[src/rtl/mdu_sched_if.sv]
`default_nettype none
// ============================================================================
// Module      : mdu_sched_if
// Description : Bundle of the EX/ID-side signals exchanged with the
//               multiply/divide scheduler.
//               master : pipeline side (drives ops, valid, flush)
//               slave  : scheduler side (drives start, op, busy, stall,
//                        commit, sticky error)
//   id_md_op       [3:0] HI/LO-class op of the instruction in ID
//   ex_md_op       [3:0] HI/LO-class op of the instruction in EX
//   ex_valid             EX holds a real instruction
//   flush                abort request
//   mdu_start            issue pulse to the MDU
//   mdu_op         [3:0] op presented to the MDU
//   busy                 scheduler not idle
//   stall_id             hold PC/IF/ID, bubble into EX
//   hilo_commit          MDU writes HI/LO this cycle
//   err_issue_busy       sticky: mult/div reached EX while busy
// Revision    : 1.0 - initial release
// ============================================================================
interface mdu_sched_if;
    logic [3:0] id_md_op;
    logic [3:0] ex_md_op;
    logic       ex_valid;
    logic       flush;
    logic       mdu_start;
    logic [3:0] mdu_op;
    logic       busy;
    logic       stall_id;
    logic       hilo_commit;
    logic       err_issue_busy;

    modport master (
        output id_md_op, ex_md_op, ex_valid, flush,
        input  mdu_start, mdu_op, busy, stall_id, hilo_commit, err_issue_busy
    );

    modport slave (
        input  id_md_op, ex_md_op, ex_valid, flush,
        output mdu_start, mdu_op, busy, stall_id, hilo_commit, err_issue_busy
    );
endinterface
`default_nettype wire

[src/rtl/mdu_sched.sv]
`default_nettype none
// ============================================================================
// Module      : mdu_sched
// Description : Multi-cycle scheduler for the multiply/divide unit. Issues a
//               mult/div from EX, holds its op code for the whole run, times
//               the latency, emits a one-cycle HI/LO commit and stalls ID for
//               any HI/LO-class instruction while the unit is occupied.
// Ports       : clk   - rising-edge clock
//               reset - asynchronous, active-high; clears all state
//               bus   - mdu_sched_if.slave (see interface header)
// Options     : MDU_SCHED_ABORT_EN - when defined, flush aborts a running
//               op (RUN -> IDLE, no commit) and suppresses issue in IDLE.
//               When undefined, flush is ignored.
// Revision    : 1.0 - initial release
// ============================================================================
module mdu_sched #(
    parameter int MULT_LAT = 5,   // issue-to-commit cycles for mult/multu
    parameter int DIV_LAT  = 10,  // issue-to-commit cycles for div/divu
    parameter int CNT_W    = 4    // holds max(MULT_LAT, DIV_LAT) - 2
) (
    input  wire logic   clk,
    input  wire logic   reset,
    mdu_sched_if.slave  bus
);

    typedef enum logic [1:0] {
        S_IDLE = 2'd0,
        S_RUN  = 2'd1,
        S_DONE = 2'd2
    } state_t;

    // Counter is loaded with LAT-2: one cycle is spent in IDLE (issue) and
    // one in DONE (commit), the rest in RUN.
    localparam logic [CNT_W-1:0] c_mult_cnt = CNT_W'(MULT_LAT - 2);
    localparam logic [CNT_W-1:0] c_div_cnt  = CNT_W'(DIV_LAT - 2);

    state_t           r_state;
    state_t           w_next;
    logic [CNT_W-1:0] r_cnt;
    logic [CNT_W-1:0] w_cnt_next;
    logic [3:0]       r_op;
    logic [3:0]       w_op_next;
    logic             r_commit;
    logic             r_err;

    logic w_ex_start;
    logic w_id_hilo;
    logic w_abort;
    logic w_issue;
    logic w_busy;

    // Ops 9..15 fall outside both ranges and therefore act as NONE.
    assign w_ex_start = bus.ex_valid && (bus.ex_md_op >= 4'd1) && (bus.ex_md_op <= 4'd4);
    assign w_id_hilo  = (bus.id_md_op >= 4'd1) && (bus.id_md_op <= 4'd8);

`ifdef MDU_SCHED_ABORT_EN
    assign w_abort = bus.flush;
`else
    logic w_unused_flush;
    assign w_unused_flush = bus.flush;
    assign w_abort        = 1'b0;
`endif

    assign w_issue = (r_state == S_IDLE) && w_ex_start && !w_abort;
    assign w_busy  = (r_state != S_IDLE);

    always_comb begin
        w_next     = r_state;
        w_cnt_next = r_cnt;
        w_op_next  = r_op;
        case (r_state)
            S_IDLE: begin
                if (w_issue) begin
                    w_op_next  = bus.ex_md_op;
                    w_cnt_next = (bus.ex_md_op <= 4'd2) ? c_mult_cnt : c_div_cnt;
                    w_next     = S_RUN;
                end
            end
            S_RUN: begin
                if (w_abort) begin
                    w_next     = S_IDLE;
                    w_op_next  = 4'd0;
                    w_cnt_next = '0;
                end else if (r_cnt != '0) begin
                    w_cnt_next = r_cnt - 1'b1;
                end else begin
                    w_next = S_DONE;
                end
            end
            // Flush is deliberately not looked at here: the commit completes.
            S_DONE:  w_next = S_IDLE;
            default: w_next = S_IDLE;
        endcase
    end

    always_ff @(posedge clk or posedge reset) begin
        if (reset) begin
            r_state  <= S_IDLE;
            r_cnt    <= '0;
            r_op     <= 4'd0;
            r_commit <= 1'b0;
            r_err    <= 1'b0;
        end else begin
            r_state  <= w_next;
            r_cnt    <= w_cnt_next;
            r_op     <= w_op_next;
            // Commit flag is registered alongside the DONE state it marks.
            r_commit <= (w_next == S_DONE);
            // A start op while occupied is dropped; remember that it happened.
            if (w_busy && w_ex_start) begin
                r_err <= 1'b1;
            end
        end
    end

    assign bus.mdu_start      = w_issue;
    assign bus.mdu_op         = w_busy ? r_op : (bus.ex_valid ? bus.ex_md_op : 4'd0);
    assign bus.busy           = w_busy;
    assign bus.stall_id       = w_id_hilo && (w_busy || w_issue);
    assign bus.hilo_commit    = r_commit;
    assign bus.err_issue_busy = r_err;

endmodule
`default_nettype wire

[src/flat_wrapper.sv]
// flat-port wrapper written by rule: the top's interface ports become plain ports
module mdu_sched_flat 
#(
    parameter int MULT_LAT = 5,                                           
    parameter int DIV_LAT  = 10,                                        
    parameter int CNT_W    = 4                                       
)
  (clk, reset, bus_id_md_op, bus_ex_md_op, bus_ex_valid, bus_flush, bus_mdu_start, bus_mdu_op, bus_busy, bus_stall_id, bus_hilo_commit, bus_err_issue_busy);
  mdu_sched_if bus_i ();
  input  wire logic clk;
  input  wire logic reset;
  input wire logic [$bits(bus_i.id_md_op)-1:0] bus_id_md_op;
  input wire logic [$bits(bus_i.ex_md_op)-1:0] bus_ex_md_op;
  input wire logic [$bits(bus_i.ex_valid)-1:0] bus_ex_valid;
  input wire logic [$bits(bus_i.flush)-1:0] bus_flush;
  output wire logic [$bits(bus_i.mdu_start)-1:0] bus_mdu_start;
  output wire logic [$bits(bus_i.mdu_op)-1:0] bus_mdu_op;
  output wire logic [$bits(bus_i.busy)-1:0] bus_busy;
  output wire logic [$bits(bus_i.stall_id)-1:0] bus_stall_id;
  output wire logic [$bits(bus_i.hilo_commit)-1:0] bus_hilo_commit;
  output wire logic [$bits(bus_i.err_issue_busy)-1:0] bus_err_issue_busy;
  assign bus_i.id_md_op = bus_id_md_op;
  assign bus_i.ex_md_op = bus_ex_md_op;
  assign bus_i.ex_valid = bus_ex_valid;
  assign bus_i.flush = bus_flush;
  assign bus_mdu_start = bus_i.mdu_start;
  assign bus_mdu_op = bus_i.mdu_op;
  assign bus_busy = bus_i.busy;
  assign bus_stall_id = bus_i.stall_id;
  assign bus_hilo_commit = bus_i.hilo_commit;
  assign bus_err_issue_busy = bus_i.err_issue_busy;
  mdu_sched #(.MULT_LAT(MULT_LAT), .DIV_LAT(DIV_LAT), .CNT_W(CNT_W)) u_core (.clk(clk), .reset(reset), .bus(bus_i));
endmodule
[config.mk]
export PLATFORM = sky130hd
export DESIGN_NAME = mdu_sched_flat
export DESIGN_NICKNAME = d
export VERILOG_FILES = /design/src/rtl/mdu_sched_if.sv /design/src/rtl/mdu_sched.sv /design/src/flat_wrapper.sv
export SDC_FILE = /design/constraint.sdc
export NUM_CORES = 1
export LEC_CHECK = 0
export ABC_AREA = 1
export BUFFER_PORTS_ARGS = -buffer_cell sky130_fd_sc_hd__buf_2
export CORE_MARGIN = 2
export CORE_UTILIZATION = 48
export DETAILED_ROUTE_END_ITERATION = 7
export PLACE_DENSITY = 0.84
export SETUP_SLACK_MARGIN = 0.15
export SYNTH_ARGS = -nofsm -noshare
export SYNTH_HDL_FRONTEND = slang
export SYNTH_SLANG_ARGS = --single-unit
[constraint.sdc]
create_clock -name clk -period 1.6 [get_ports clk]
set_clock_uncertainty 0.15 [all_clocks]
set_input_delay 0.16 -clock clk [delete_from_list [all_inputs] [get_ports clk]]
set_output_delay 0.16 -clock clk [all_outputs]
set_load 0.05 [all_outputs]
==> flow_metrics.py <==
metrics = {
    "sta": {
        "timing.final.ws_setup_ns": -0.171,
        "hold_viol_final": 0,
        "rsz0062_at_grt": "true",
        "setup_tns_ns": -0.811,
        "worst_pin_slew_ns": 0.472,
        "setup_violations": 7,
        "finalCritPeriodShare_pct": 111,
        "min_period_ns": 1.77,
        "max-slew-margin-rel_pct": 68.5,
        "clock.fmax_mhz": 565,
        "slew_viol_final": 0,
    },
    "setup_path": {
        "reg2reg_slack_ns": 0.09,
        "cp_cell_sequence": "nor2_4 > buf_4 > buf_6 > nand4_4 > inv_2 > buf_8",
        "start_kind": "flip-flop",
        "path_class": "reg2out",
        "cp_slowest_cell": "dfrtp_1",
        "r2r_start": "u_core.r_state[1]",
        "arrival_ns": 1.46,
        "timing.rr.end": "u_core.r_op[1]",
        "cp_top_family": "buffers and inverters",
        "path_max_fanout": 5,
        "r2r_cells": 7,
        "end_kind": "output port",
        "critPathBufInv": 4,
        "required_ns": 1.29,
        "slowest_delay_ns": 0.41,
    },
    "synthesis": {
        "syn_nets": 102,
        "synthTopCellsByCount": "nand2_1, inv_1, dfrtp_1",
        "synth.mux.area_fraction_pct": 0,
        "synth_flop_cell": "dfrtp_1",
        "synthArstFlopShare_pct": 100,
        "yosysMostFrequentCell": "nand2_1",
        "yosysTopAreaCellShare_pct": 42.8,
        "yosysWarningCount": 0,
        "synth_xor_area_share_pct": 1.25,
        "synth_compound_area_share_pct": 13.5,
        "synthCells": 88,
        "avgSynthCellArea_um2": 7.98,
        "synth-simple-area-share_pct": 29.8,
        "ys_types": 22,
        "syn_area_um2": 702,
        "synth_edf_count": 0,
        "synthTopCellsByArea": "dfrtp_1, nand2_1, inv_1",
        "ys_seq_elements": 12,
        "synth_adder_area_share_pct": 3.57,
        "seq_area_frac_synth_pct": 42.8,
        "yosysTopAreaCell": "dfrtp_1",
        "synth_top_family_by_area": "simple AND/OR/NAND/NOR gates",
    },
    "power_and_ir_drop": {
        "powerDensity_nw_per_um2": 1870,
        "ir_worst_vdd_uv": 1050,
        "leakage_nw": 0.507,
    },
    "global_routing": {
        "antenna_found_initial": 0,
        "grt_usage_pct": 20.4,
        "grt_pass1_wl_um": 2700,
        "grt_max_degree": 13,
        "first_global_vias": 611,
        "grt-ovfl-total": 0,
    },
    "die": {
        "die_h_um": 42.2,
        "pin_count": 21,
        "fp-row-count": 13,
        "die_width_um": 42.2,
        "coreArea_um2": 1330,
        "die_area_um2": 1780,
        "start_util_pct": 52.6,
    },
    "clock_tree": {
        "cts.sinks": 12,
        "clockBufferDepth": 2,
        "cts_tree": "done",
        "clk_pin_slew_ns": 0.07,
        "clkLatencyLatePin_ns": 0.28,
        "clock_tree.root_cell": "clkbuf_4",
        "h-tree-depth": 1,
        "cts_inserted_buffers": 3,
    },
    "route": {
        "routed-via-count": 673,
        "final_antenna_net_count": 0,
        "first_pass_iters": 4,
        "wl_per_cell_um": 12.2,
        "drc": 0,
        "drt-initial-drc-count": 13,
        "avgViaCountPerCell": 5.14,
        "wl_um": 1590,
    },
    "worst_hold_path": {
        "min_from": "bus_ex_md_op[2]",
        "hold_end": "u_core.r_op[2]",
        "hold_path.class": "in2reg",
        "holdPathStages": 3,
    },
    "flow_run": {
        "cap_viol_max_count": 0,
    },
    "cells_and_area": {
        "nets": 131,
        "layout-drive-gt1-share_pct": 41.4,
        "multi_input_area_um2": 405,
        "fillers": 98,
        "diodes": 0,
        "regArea_um2": 300,
        "area_delta_synth_final_pct": 43.3,
    },
    "placed_design": {
        "dp_slack_ns": 0.0773,
        "place_hpwl_um": 1100,
        "gp_congestion": 0.838,
        "port_buffers": 19,
    },
    "outcome": {
        "violations": "setup timing",
        "status": "complete, but fails checks",
    },
}
## registers in the layout (all words and copies together) (netlist names)
signal,flops
u_core.r_op,4
u_core.bus.err_issue_busy,1
u_core.r_state,2
u_core.r_cnt,4
u_core.bus.hilo_commit,1
## tightest hold or removal path: cells and delay by family
kind	cells	cell delay, ns
compound gates	1	0.13
buf+inv	2	0.18
## kinds of logic after synthesis
family / count (synthesis)
AOI/OAI and AO/OA: 14
xor gates and xnor gates: 1
buffers and inverters: 15
and+or+nand+nor: 44
DFF: 12
adders and majority gates: 2
## report_power, final
part           switching (mW)  internal [mW]
registers              0.0800          0.415
clock network           0.103          0.139
logic                   0.735          0.410
## placed cells by master (no fill, tap or decap), drive strengths merged
cell type    netlist  layout
buf                1      24
nand2             23      23
inv               14      13
dfrtp             12      12
nand3              9       9
nor2               9       9
o21ai              8       8
clkbuf             0       4
o31ai              3       3
a21oi              2       2
ha                 2       2
nand4              2       2
o21bai             1       1
clkinvlp           0       1
nor3               1       1
xor2               1       1
dlygate4sd3        0       1
## how the worst max path moves through the flow
stage / from / endpoint / depth (start not counted)
2_1_floorplan: u_core.r_state[1] / bus_mdu_op[0] / 3
3_3_place_gp: u_core.r_state[1] / bus_mdu_op[0] / 5
3_5_place_dp: u_core.r_state[1] / bus_mdu_op[2] / 5
4_1_cts: u_core.r_state[1] / bus_mdu_op[1] / 4
5_1_grt: u_core.r_state[1] / bus_mdu_op[2] / 4
6_report: u_core.r_state[1] / bus_mdu_start / 6
## what timing repair did
action	4_1_cts	5_1_grt
pin swaps	0	1
setup endpoints to repair	10	14
buffers inserted	1	0
gates cloned	1	0
hold buffers	1	0
hold endpoints to repair	12	0
resized for setup	20	4
## routing by layer
metal / global-route usage (%) / vias to the layer above / share of wire, %
li1: - / 342 / -
met1: 26.4 / 307 / 43
met2: 30.5 / 17 / 50
met3: 5.60 / 7 / 3.7
met4: 11.3 / 0 / 3.3
met5: 0 / - / 0
## layout make-up
class / count / area share [%]
clock buffers: 4 / 3.61
multi-input cells: 61 / 40.3
well taps: 15 / 1.87
repair buffers: 25 / 18.8
flip-flops and latches: 12 / 29.9
inverters: 14 / 5.60
## metrics by stage
stage,power (mW),area (um^2),instances,hold WS [ns],util [%]
final,1.88,1010,131,0.0727,75.4
after global routing,2.01,1010,131,0.0940,75.4
after CTS,1.86,996,131,0.0733,74.7
after detailed placement,1.47,868,124,0.0367,65.1
after global placement,1.44,868,124,0.0408,65.1
after floorplan,1.27,743,88,-0.125,-
No activity file was read; power rests on OpenSTA's default activity.
